### src/rtl/gcd_pkg.sv
// Shared constants and state encoding for the GCD result binary-to-BCD converter.
package gcd_pkg;

   localparam int WIDTH  = 32;
   localparam int DIGITS = 10;

   typedef enum logic [1:0] {
      IDLE,
      CONVERT,
      DONE
   } bcd_state_t;

endpackage

### src/rtl/bcd_digit_adj.sv
// Double-dabble digit correction: a BCD digit of 5 or more gets 3 added before the shift.
module bcd_digit_adj
   import gcd_pkg::*;
(
   input  logic [3:0] digit_i,
   output logic [3:0] digit_o
);

   assign digit_o = (digit_i >= 4'd5) ? (digit_i + 4'd3) : digit_i;

endmodule

### src/rtl/gcd_result_bcd.sv
// Watches the data-memory GCD result word and converts each new value to packed BCD,
// one bit per cycle, handing the digits out through a valid/ready handshake.
module gcd_result_bcd
   import gcd_pkg::*;
#(
   parameter int WIDTH  = gcd_pkg::WIDTH,
   parameter int DIGITS = gcd_pkg::DIGITS
)
(
   input  logic                  clk,
   input  logic                  rst,
   input  logic [WIDTH-1:0]      gcd_answer,
   output logic [4*DIGITS-1:0]   bcd,
   output logic                  bcd_valid,
   input  logic                  bcd_ready,
   output logic                  busy
);

   localparam logic [5:0] LAST_ITER = 6'(WIDTH - 1);

   bcd_state_t          state_q, state_d;
   logic [WIDTH-1:0]    last_q,  last_d;
   logic [WIDTH-1:0]    bin_q,   bin_d;
   logic [4*DIGITS-1:0] acc_q,   acc_d;
   logic [5:0]          cnt_q,   cnt_d;
   logic [4*DIGITS-1:0] bcd_q,   bcd_d;

   logic [4*DIGITS-1:0] acc_adj;
   logic [4*DIGITS-1:0] acc_shift;

   generate
      for (genvar gi = 0; gi < DIGITS; gi++) begin : g_adj
         bcd_digit_adj u_adj (
            .digit_i (acc_q[4*gi +: 4]),
            .digit_o (acc_adj[4*gi +: 4])
         );
      end
   endgenerate

   // The MSB of the binary shift register feeds the units bit of the accumulator.
   assign acc_shift = {acc_adj[4*DIGITS-2:0], bin_q[WIDTH-1]};

   always_comb begin
      state_d = state_q;
      last_d  = last_q;
      bin_d   = bin_q;
      acc_d   = acc_q;
      cnt_d   = cnt_q;
      bcd_d   = bcd_q;
      case (state_q)
         IDLE: begin
            if (gcd_answer != last_q) begin
               bin_d   = gcd_answer;
               last_d  = gcd_answer;
               acc_d   = '0;
               cnt_d   = '0;
               state_d = CONVERT;
            end
         end
         CONVERT: begin
            acc_d = acc_shift;
            bin_d = {bin_q[WIDTH-2:0], 1'b0};
            cnt_d = cnt_q + 6'd1;
            if (cnt_q == LAST_ITER) begin
               bcd_d   = acc_shift;
               state_d = DONE;
            end
         end
         DONE: begin
            if (bcd_ready) begin
               state_d = IDLE;
            end
         end
         default: begin
            state_d = IDLE;
         end
      endcase
   end

   always_ff @(posedge clk) begin
      if (rst) begin
         state_q <= IDLE;
         last_q  <= '0;
         bin_q   <= '0;
         acc_q   <= '0;
         cnt_q   <= '0;
         bcd_q   <= '0;
      end else begin
         state_q <= state_d;
         last_q  <= last_d;
         bin_q   <= bin_d;
         acc_q   <= acc_d;
         cnt_q   <= cnt_d;
         bcd_q   <= bcd_d;
      end
   end

   assign bcd       = bcd_q;
   assign bcd_valid = (state_q == DONE);
   assign busy      = (state_q == CONVERT);

endmodule

### config.mk
export PLATFORM = sky130hd
export DESIGN_NAME = gcd_result_bcd
export DESIGN_NICKNAME = d
export VERILOG_FILES = /design/src/rtl/gcd_pkg.sv /design/src/rtl/bcd_digit_adj.sv /design/src/rtl/gcd_result_bcd.sv
export SDC_FILE = /design/constraint.sdc
export NUM_CORES = 1
export LEC_CHECK = 0
export BUFFER_PORTS_ARGS = -buffer_cell sky130_fd_sc_hd__buf_2
export CELL_PAD_IN_SITES_DETAIL_PLACEMENT = 0
export CELL_PAD_IN_SITES_GLOBAL_PLACEMENT = 1
export CORE_ASPECT_RATIO = 1.25
export CORE_MARGIN = 4
export CORE_UTILIZATION = 43
export CTS_CLUSTER_SIZE = 40
export DETAILED_ROUTE_END_ITERATION = 12
export PLACE_DENSITY = 0.82
export SETUP_SLACK_MARGIN = 0.15
export SLEW_MARGIN = 20
export SYNTH_ARGS = -nofsm -noshare
export SYNTH_HDL_FRONTEND = slang
export SYNTH_HIERARCHICAL = 1
export SYNTH_SLANG_ARGS = --single-unit
### constraint.sdc
create_clock -name clk -period 2.6 [get_ports clk]
set_clock_uncertainty 0.05 [all_clocks]
set_input_delay 0.13 -clock clk [delete_from_list [all_inputs] [get_ports clk]]
set_output_delay 0.13 -clock clk [all_outputs]
set_load 0.02 [all_outputs]
# Word level (Yosys, flattened, before mapping)
# Index checks and enable logic that the tools add are counted.
[totals] output_inout_bits=42 regBits=152 input_bits=35 word_cells=60
[op_classes] n_addsub=11 order_cmp=10 muxes=20 reduce_logical=6 n_eq_ne=7
[ops] cell="one-hot mux 40 bit (2 select lines)" count=1
[ops] cell="one-hot mux 32 bit (2 select lines)" count=1
[ops] cell="greater-or-equal comparator 4 x 3 -> 1 bit (second input constant)" count=10
[ops] cell="2-to-1 mux 40 bit" count=1
[ops] cell="adder 4 x 2 -> 4 bit (second input constant)" count=9
[ops] cell="2-to-1 mux 4 bit" count=9
[ops] cell="2-to-1 mux 32 bit" count=1
[ops] cell="!= test 32 bit" count=1
[ops] cell="one-hot mux 6 bit (2 select lines)" count=1
[ops] cell="adder 6 x 1 -> 6 bit (second input constant)" count=1
[ops] cell="equality test 6 x 5 -> 1 bit (second input constant)" count=1
[ops] cell="2-to-1 mux 2 bit" count=3
[ops] cell="2-to-1 mux 6 bit" count=1
[ops] cell="one-hot mux 2 bit (3 select lines)" count=1
[ops] cell="AND reduction 2 bit" count=3
[ops] cell="!= test 2 x 1 -> 1 bit (second input constant)" count=2
[ops] cell="adder 3 x 2 -> 3 bit (second input constant)" count=1
[ops] cell="2-to-1 mux 3 bit" count=1
[ops] cell="AND reduction 3 bit" count=1
[ops] cell="equality test 2 x 1 -> 1 bit (second input constant)" count=1
[ops] cell="equality test 2 bit (second input constant)" count=1
[ops] cell="zero test 2 bit" count=1
[ops] cell="!= test 2 bit (second input constant)" count=1
[ops] cell="nonzero test 2 bit" count=1

# Longest topological paths before layout
# Gate-level depths: netlist of run 1.
[logic_depth] ltp_word=3 depth_mapped=8 mapped_depth_nobuf=7

# Modules after synthesis
# The synthesis of run 1 kept the hierarchy.
[by_module_without_submodules] mod="gcd_result_bcd" cells_per_inst=728 n_inst=1 seq_area_each_um2=3042.9 area_per_inst_um2=5900.7
[by_module_without_submodules] mod="bcd_digit_adj" cells_per_inst=16 n_inst=10 seq_area_each_um2=0.0 area_per_inst_um2=101.3

# Worst setup path before layout of run 1
# No wires, ideal clock.
[synth_timing] path_type="register to register" start="reg last_q[6]" end="reg bin_q[27]" path_buffers=2 setup_time_ps=74 required_ps=2476 setup_slack_ps=821 arrival_ps=1655 path_stages_with_launch=9 period_less_slack_ps=1779 path_cell_list="dfxtp_1 xor2_1 nor4_1 nand4_1 o21ai_1 buf_2 buf_2 nand3_1 a31oi_1"
[synth_via] elab_chain_cells=3
[synth_rtl] element="start: declaration" line="gcd_result_bcd.sv:22" text="logic [WIDTH-1:0] last_q, last_d;"
[synth_rtl] element="start signal: assignment" line="gcd_result_bcd.sv:90" text="last_q <= last_d;"
[synth_rtl] element="!= test 32 bit" line="gcd_result_bcd.sv:52" text="if (gcd_answer != last_q) begin"
[synth_rtl] element="!= test 2 bit (no line)"
[synth_rtl] element="AND reduction 2 bit (no line)"
[synth_rtl] element="end signal: assignment" line="gcd_result_bcd.sv:91" text="bin_q <= bin_d;"
[synth_rtl] element="end: declaration" line="gcd_result_bcd.sv:23" text="logic [WIDTH-1:0] bin_q, bin_d;"
# No other way between the ends.
# A chain may end at the register's enable or synchronous reset.

# Worst setup path after layout of run 1
[layout_timing] start="in gcd_answer[26]" end="reg cnt_q[5]"
[layout_via] elab_chain_cells=3
[layout_rtl] element="start: declaration" line="gcd_result_bcd.sv:12" text="input logic [WIDTH-1:0] gcd_answer,"
[layout_rtl] element="!= test 32 bit" line="gcd_result_bcd.sv:52"
[layout_rtl] element="!= test 2 bit (no line)"
[layout_rtl] element="AND reduction 2 bit (no line)"
[layout_rtl] element="end signal: assignment" line="gcd_result_bcd.sv:93" text="cnt_q <= cnt_d;"
[layout_rtl] element="end: declaration" line="gcd_result_bcd.sv:25" text="logic [5:0] cnt_q, cnt_d;"
# No other way between the ends.

==> reports/results.ini, run 1 <==
[route]
remaining_drc_errors=0
avgRoutedWirePerCell_um=13.9
vias=6107
firstDrtPassIters=4
drt_iter0_markers=394
finalWirelength_um=16400
antenna_left=0
viasPerCell=5.18

[layout]
layout_common_cells=nand2_1 (225), dfxtp_1 (152), a21oi_1 (119)
nFillCells=1533
finalNetCount=1011
regArea_mm2=0.00304
syn_to_final_growth_pct=20.6
drive_gt1_share_pct=14.6
antenna_cells=0
final_util_pct=53.2
multiInputGateArea_mm2=0.00353
layout_commonest_cell=nand2_1

[timing]
finalSetupViolCount=0
post-route-period-util_pct=82.6
drv_slew=0
max_freq_mhz=466
post-route-min-period_ps=2150
tightest_slew_ps=525
hold_violations=0
rsz0062_at_grt=no
fin_setup_tns_ps=0
slew_headroom_pct=65.0

[clock_network]
cts_buffer_depth=2
cts.sinks=152
cts_buffers=17
h-tree-depth=4
post_cts_buffers=0
insertion_delay_ps=420
cts_root_buf=clkbuf_16
clk_pin_slew_ps=60
cts_tree=done

[power_and_ir_drop]
cellLeakagePower_nw=3.18
p_per_area_mw_per_mm2=647
peakVddDrop_mv=0.463

[setup_path]
crit_slowest_cell=dlygate4sd3_1
cp_cell_sequence=dlygate4sd3_1, buf_2, xor2_1, nor4_1, nand4_1, o21ai_4, buf_12, nand2_1, a311oi_1
critPathKind=in -> reg
worstPathArrival_ps=2430
crit_family=buffers and inverters
cp-start-kind=primary input
cp_slowest_stage_delay_ps=530
cp.required_ps=2880
cp_num_buf_inv=3
setup.worst_path.end_class=register
critPathMaxFanout=61

[synthesis]
yosys_warnings=6
synthCells=884
synth_area_mm2=0.00689
syn_area_per_cell_um2=7.80
synth_fp_nets=940

[floorplanning]
design.core.area_mm2=0.0156
dieArea_mm2=0.0181
initial_core_util_pct=44.1
die_height_um=150
die_w_um=121
ios=77
rows=51

[placement]
post-dp-hpwl_um=10800
port_buffers=76
gp_congestion=0.785

[min_path]
hp-class=in -> reg

[grt]
first_global_vias=5754
grt_max_degree=62
antenna_found_initial=0
grt-ovfl-total=0
grt_usage_pct=18.8
grt_pass1_wl_um=28000

[outcome]
status=completed

[job]
drv_cap=0

stage by stage:
step | hold WS [ps] | worst slack [ps] | cells | power, mW | area, um^2
finish | 14.0 | 452 | 1180 | 5.38 | 8320
global route | 17.3 | 215 | 1180 | 5.61 | 8320
CTS | 0.989 | 429 | 1180 | 5.44 | 8320
detailed placement | 394 | 433 | 1126 | 2.91 | 7490
global placement | 390 | 416 | 1126 | 2.91 | 7490
floorplan | 224 | 821 | 884 | 2.77 | 6890
flip-flops by register name (all words and copies together) (netlist names):
register	flops
acc_q	40
bcd	40
bin_q	32
cnt_q	6
last_q	32
state_q	2
final timing paths:
| path | startpoint | to | slack (ps) | cells past startpoint |
|---|---|---|---|---|
| worst max-delay path | gcd_answer[26] | cnt_q[5] | 450 | 9 |
| worst max register to register | last_q[21] | cnt_q[5] | 470 | 7 |
| worst min register to register | bcd[10] | bcd[10] | 400 | 2 |
| worst min-delay path | gcd_answer[21] | last_q[21] | 10 | 3 |
cell type report:
class,count,share of cell area [%]
Inverter,22,0.993
Clock inverter,11,1.46
Tap cell,212,3.19
Timing Repair Buffer,116,9.48
Clock buffer,21,5.78
Sequential cell,152,36.6
Multi-Input combinational cell,646,42.5
where the power goes:
group / switching (mW) / leakage, nW / internal, mW
clock network: 0.977 / 0.295 / 1.51
registers: 0.0454 / 1.24 / 2.41
logic: 0.276 / 1.65 / 0.157
total: 1.30 / 3.18 / 4.08
per-layer routing:
metal,GRT usage [%],routed length [um],vias up
met5,0,0,-
met3,3.86,741,19
met4,6.45,281,0
met2,30.8,7830,130
li1,-,-,3157
met1,24.7,7560,2801
tightest hold or removal path: stages:
cell and delay, ps:
buf_2 110, o211ai_1 120, a21oi_1 80
repair_timing:
item	CTS	global route
hold buffers	22	0
hold endpoints to repair	30	0
gates resized for setup	0	0
(Power assumes the default switching activity.)
==> run 2, diff against run 1 <==
--- a/config.mk
+++ b/config.mk
@@ -5,6 +5,7 @@
 export SDC_FILE = /design/constraint.sdc
 export NUM_CORES = 1
 export LEC_CHECK = 0
+export ABC_AREA = 1
 export BUFFER_PORTS_ARGS = -buffer_cell sky130_fd_sc_hd__buf_2
 export CELL_PAD_IN_SITES_DETAIL_PLACEMENT = 0
 export CELL_PAD_IN_SITES_GLOBAL_PLACEMENT = 1
@@ -13,7 +14,7 @@
 export CORE_UTILIZATION = 43
 export CTS_CLUSTER_SIZE = 40
 export DETAILED_ROUTE_END_ITERATION = 12
-export PLACE_DENSITY = 0.82
+export PLACE_DENSITY = 0.83
 export SETUP_SLACK_MARGIN = 0.15
 export SLEW_MARGIN = 20
 export SYNTH_ARGS = -nofsm -noshare
==> constraint.sdc (replaced) <==
create_clock -name clk -period 2.1 [get_ports clk]
set_clock_uncertainty 0.05 [all_clocks]
set_input_delay 0.105 -clock clk [delete_from_list [all_inputs] [get_ports clk]]
set_output_delay 0.105 -clock clk [all_outputs]
set_load 0.02 [all_outputs]
==> run 2 against run 1 <==
Net effect: via count rose by 16%; sequential power rose by 24%; die area grew 11%; routed wire length is 10% higher; clock power is 26% higher.
==> reports/results.ini, run 2 <==
[setup_path]
setup.worst_path.end_class=register
critPathMaxFanout=25  ; -59%
cp-start-kind=primary input
worstPathArrival_ps=2020  ; -410 ps
r2r-start=last_q[28]
reg2reg_to=bin_q[7]
reg2reg_slack_ps=340  ; -130 ps
cp.required_ps=2330  ; -550 ps
critPathKind=in -> reg
r2r_cells=11  ; +4

[floorplanning]
initial_core_util_pct=43.9  ; -0.23 points
design.core.area_mm2=0.0175  ; +12%
die_height_um=157  ; +5.2%
ios=77  ; unchanged
rows=54  ; +5.9%
die_w_um=128  ; +5.2%
dieArea_mm2=0.0201  ; +11%

[min_path]
min_path_cells=5  ; +2
hold_end=cnt_q[4]
hp-class=in -> reg
min_from=rst

[timing]
drv_slew=0  ; unchanged
rsz0062_at_grt=yes
slew_headroom_pct=63.5  ; -1.5 points
tightest_slew_ps=547  ; +22.7 ps
max_freq_mhz=559
post-route-min-period_ps=1790
finalSetupViolCount=0  ; unchanged
post-route-period-util_pct=85.1
fin_setup_tns_ps=0  ; unchanged
fin_ws_ps=313  ; -140 ps
hold_violations=0  ; unchanged

[grt]
first_global_vias=6697  ; +16%
global_route.usage.met3_pct=3.80  ; -0.055 points
grt.met2_usage_pct=32.6  ; +1.9 points
grt_usage_pct=18.2  ; -0.58 points
grt-ovfl-total=0  ; unchanged
grt_max_degree=111  ; +79%
top_usage_layer=met2
grt_pass1_wl_um=30500  ; +9.2%
grt.met1_usage_pct=21.7  ; -3.0 points
antenna_found_initial=0  ; unchanged

[route]
finalWirelength_um=18100  ; +10%
remaining_drc_errors=0  ; unchanged
antenna_left=0  ; unchanged
viasPerCell=5.03  ; -2.7%
avgRoutedWirePerCell_um=12.9  ; -7.6%
vias=7098  ; +16%
drt_iter0_markers=351  ; -11%
firstDrtPassIters=4  ; unchanged

[power_and_ir_drop]
peakVddDrop_mv=0.537  ; +16%
p_per_area_mw_per_mm2=747  ; +16%
cellLeakagePower_nw=3.62  ; +14%

[clock_network]
cts_buffers=17  ; unchanged
cts.sinks=152  ; unchanged
post_cts_buffers=0  ; unchanged
cts_root_buf=clkbuf_16
clk_pin_slew_ps=60  ; about the same
insertion_delay_ps=420  ; about the same
h-tree-depth=4  ; unchanged
cts_tree=done
cts_buffer_depth=2  ; unchanged

[layout]
finalNetCount=1230  ; +22%
nFillCells=1781  ; +16%
drive_gt1_share_pct=16.4  ; +1.8 points
layout_common_cells=nand2_1 (288), a21oi_1 (155), dfxtp_1 (152)
syn_to_final_growth_pct=19.7
regArea_mm2=0.00304  ; unchanged
layout_commonest_cell=nand2_1
multiInputGateArea_mm2=0.00396  ; +12%
antenna_cells=0  ; unchanged

[synthesis]
synthCells=1092  ; +24%
yosys_warnings=6  ; unchanged
synth_area_mm2=0.00768  ; +11%
syn_area_per_cell_um2=7.03  ; -9.9%
synth_fp_nets=1148  ; +22%

[placement]
place_ws_ps=277  ; -156 ps
post-dp-hpwl_um=11200  ; +3.4%
gp_congestion=0.815  ; +3.9%
port_buffers=76  ; unchanged

[job]
drv_cap=0  ; unchanged

[outcome]
status=completed

==> run 2: cell count changes in the layout (fill, tap and decap cells not counted), moves of 32 or more <==
cell     before  now
a21oi_1     119  155
inv_1        21   83
nand2_1     225  288
nand3_1      75  119
o21ai_0      12   71
xor2_1       32    0
==> run 2: where the power goes <==
part           internal [mW]  total, mW  switching [mW]  leakage [nW]
registers               2.98       3.04          0.0567          1.24
clock network           1.93       3.13            1.19         0.288
logic                  0.276      0.706           0.429          2.10
total                   5.19       6.87            1.68          3.62
==> run 2: layout make-up <==
class	instances	share of cell area [%]
tap	224	3.05
clock inverter	6	0.953
multi-input combinational	776	43.1
sequential	152	33.1
inverter	99	4.04
clock buffer	25	5.61
timing repair buffer	128	10.2
==> run 2: how the worst max path moves through the flow <==
stage	endpoint	cells after the start	slack, ps	start
floorplan	acc_q[30]	6	580	state_q[0]
global placement	bin_q[30]	10	340	last_q[0]
detailed placement	bin_q[7]	10	280	last_q[28]
CTS	busy	4	210	state_q[0]
global route	bin_q[7]	15	140	gcd_answer[3]
finish	bin_q[7]	13	310	gcd_answer[4]
==> run 2: critical path, stage by stage <==
cell and delay [ps]:
dlygate4sd3_1 530, buf_2 150, xnor2_1 130, nand2_1 60
nor2_1 180, nand2_1 80, nor2_1 80, nand2_1 100
nand2_4 140, nand2_1 100, buf_6 190, nand2_1 90
a21oi_1 60
==> run 2: what timing repair did <==
item	in CTS	in global routing
hold endpoints to repair	48	0
endpoints found under the setup margin	0	76
hold buffers	33	0
gates resized for setup	0	7
==> run 2: stage by stage <==
step | power [mW] | cell area, um^2 | util, % | std cells | hold WS (ps)
floorplan | 3.56 | 7680 | - | 1092 | 222
global placement | 3.73 | 8200 | 46.9 | 1345 | 358
detailed placement | 3.74 | 8200 | 46.9 | 1345 | 357
CTS | 6.91 | 9130 | 52.2 | 1409 | 160
global route | 7.15 | 9190 | 52.5 | 1410 | 191
finish | 6.87 | 9190 | 52.5 | 1410 | 171
==> run 2: routing by layer <==
metal | wire, um | vias to the layer above
met3 | 641 | 17
met4 | 209 | 0
met1 | 8380 | 3273
met5 | 0 | -
met2 | 8890 | 113
li1 | - | 3695
==> run 3, diff against run 2 <==
--- a/config.mk
+++ b/config.mk
@@ -7,6 +7,7 @@
 export LEC_CHECK = 0
 export ABC_AREA = 1
 export BUFFER_PORTS_ARGS = -buffer_cell sky130_fd_sc_hd__buf_2
+export CAP_MARGIN = 5
 export CELL_PAD_IN_SITES_DETAIL_PLACEMENT = 0
 export CELL_PAD_IN_SITES_GLOBAL_PLACEMENT = 1
 export CORE_ASPECT_RATIO = 1.25
==> constraint.sdc (replaced) <==
create_clock -name clk -period 2.1 [get_ports clk]
set_clock_uncertainty 0.05 [all_clocks]
set_input_delay 0.21 -clock clk [delete_from_list [all_inputs] [get_ports clk]]
set_output_delay 0.21 -clock clk [all_outputs]
set_load 0.02 [all_outputs]
==> run 3 against run 2 <==
Net effect: power rose by 7.0%; flip-flop and latch count did not move; routed wire length fell by 3.7%; first-iteration DRC count fell by 11%; combinational power fell by 8.8%; maximum frequency rose by 0.78%; non-clock buffer count fell by 35; clock-buffer cell count fell by 4; design area fell by 2.6%; register-to-register slack barely moved; largest cell class unchanged.
==> reports/results.ini, run 3 (synthesis results as in run 2) <==
[job]
drv_cap=0  ; unchanged

[route]
remaining_drc_errors=0  ; unchanged
drt_iter0_markers=311  ; -11%
vias=6865  ; -3.3%
firstDrtPassIters=5  ; +1
viasPerCell=4.99  ; -0.89%
avgRoutedWirePerCell_um=12.7  ; -1.3%
antenna_left=0  ; unchanged
finalWirelength_um=17400  ; -3.7%

[grt]
grt_max_degree=111  ; unchanged
grt-ovfl-total=0  ; unchanged
first_global_vias=6588  ; -1.6%
antenna_found_initial=0  ; unchanged
grt_usage_pct=17.7  ; -0.48 points
grt_pass1_wl_um=29700  ; -2.8%

[timing]
fin_setup_tns_ps=0  ; unchanged
post-route-period-util_pct=84.5  ; -0.66 points
max_freq_mhz=564  ; +0.78%
post-route-min-period_ps=1770  ; -13.8 ps
drv_slew=0  ; unchanged
hold_violations=0  ; unchanged
finalSetupViolCount=0  ; unchanged
rsz0062_at_grt=no
slew_headroom_pct=65.4  ; +1.9 points
tightest_slew_ps=519  ; -28.1 ps

[layout]
syn_to_final_growth_pct=16.6
layout_common_cells=nand2_1 (288), a21oi_1 (155), dfxtp_1 (152)
layout_commonest_cell=nand2_1
nFillCells=1795  ; +0.79%
drive_gt1_share_pct=16.8  ; +0.48 points
antenna_cells=0  ; unchanged
finalNetCount=1195  ; -2.8%

[clock_network]
h-tree-depth=4  ; unchanged
cts.sinks=152  ; unchanged
cts_hold_buf=0  ; -100%
cts_root_buf=clkbuf_16
cts_tree=done
cts_buffer_depth=2  ; unchanged
cts_buffers=17  ; unchanged
clk_pin_slew_ps=60  ; about the same
insertion_delay_ps=420  ; about the same

[floorplanning]
die_w_um=128  ; unchanged
rows=54  ; unchanged
die_height_um=157  ; unchanged
dieArea_mm2=0.0201  ; unchanged
ios=77  ; unchanged
design.core.area_mm2=0.0175  ; unchanged
initial_core_util_pct=43.9  ; unchanged

[power_and_ir_drop]
cellLeakagePower_nw=3.53  ; -2.5%
p_per_area_mw_per_mm2=821  ; +9.8%
peakVddDrop_mv=0.623  ; +16%
power_mw=7.35  ; +7.0%

[setup_path]
critPathMaxFanout=30  ; +20%
cp-start-kind=register
cp.required_ps=2330  ; about the same
setup.worst_path.end_class=register
crit_slowest_cell=dfxtp_1
cp_slowest_stage_delay_ps=320  ; -210 ps
crit_top_cell=nand2_1
critPathKind=reg -> reg
cp_cell_sequence=xnor2_1, nand2_1, nor2_1, nand2_1, nor2_1, nand2_1, nand2_4, nand2_1, buf_12, nand2_1, a21oi_1
worstPathArrival_ps=2010  ; about the same

[placement]
gp_congestion=0.773  ; -5.1%
port_buffers=76  ; unchanged
post-dp-hpwl_um=11100  ; -0.42%

[min_path]
hp-class=in -> reg

[outcome]
status=completed

-- run 3: cell count changes in the layout (fill, tap and decap cells not counted), sizes merged --
cell,change
bufinv,+5
clkinvlp,-1
dlygate4sd3,-33
inv,+1
buf,-1
clkbuf,-5
-- run 3: final cells by class --
cell class / count / area [um^2] / share of cell area [%]
multi-input combinational: 776 / 3950 / 44.1
tap: 224 / 280 / 3.13
clock buffer: 21 / 480 / 5.37
timing repair buffer: 93 / 588 / 6.57
sequential: 152 / 3040 / 34.0
clock inverter: 11 / 239 / 2.67
inverter: 99 / 372 / 4.15
-- run 3: per-stage QoR --
stage / worst slack (ps) / instances / utilization (%) / cell area [um^2] / hold slack (ps)
detailed placement: 294 / 1344 / 47.0 / 8220 / 382
floorplan: 583 / 1092 / - / 7680 / 327
global placement: 339 / 1344 / 47.0 / 8220 / 379
global route: 158 / 1376 / 51.2 / 8950 / 31.6
CTS: 216 / 1376 / 51.1 / 8940 / 6.05
finish: 326 / 1376 / 51.2 / 8950 / 26.1
-- run 3: report_power, final --
| part | total [mW] | switching (mW) | internal, mW |
|---|---|---|---|
| clock | 3.67 | 1.19 | 2.48 |
| sequential | 3.04 | 0.0569 | 2.98 |
| combinational | 0.644 | 0.413 | 0.231 |
| total | 7.35 | 1.66 | 5.69 |
-- run 3: final timing paths --
path	startpoint	endpoint	slack (ps)	cells after the start
worst max-delay path	last_q[15]	bin_q[10]	330	11
worst min register to register	bcd[23]	bcd[23]	390	2
worst max register to register	last_q[15]	bin_q[10]	330	11
worst min-delay path	bcd_ready	state_q[1]	30	4
-- run 3: repair_timing --
action,CTS,global route
setup endpoints to repair,0,27
resized for setup,0,5
endpoints found under the hold margin,0,0
buffers inserted,0,0
-- run 3: worst max-delay path: cells and delay by family, from the launching register on --
family / cells / cell delay (ps)
compound gates: 1 / 60
flops: 1 / 320
buf+inv: 1 / 200
simple gates: 8 / 850
xor+xnor: 1 / 150
-- run 3: per-layer routing --
layer | share of wire [%] | track usage [%] | wire length [um]
met5 | 0 | 0 | 0
met1 | 46 | 20.9 | 8030
met3 | 3.5 | 3.87 | 610
met2 | 49 | 32.0 | 8580
met4 | 1.3 | 5.52 | 232
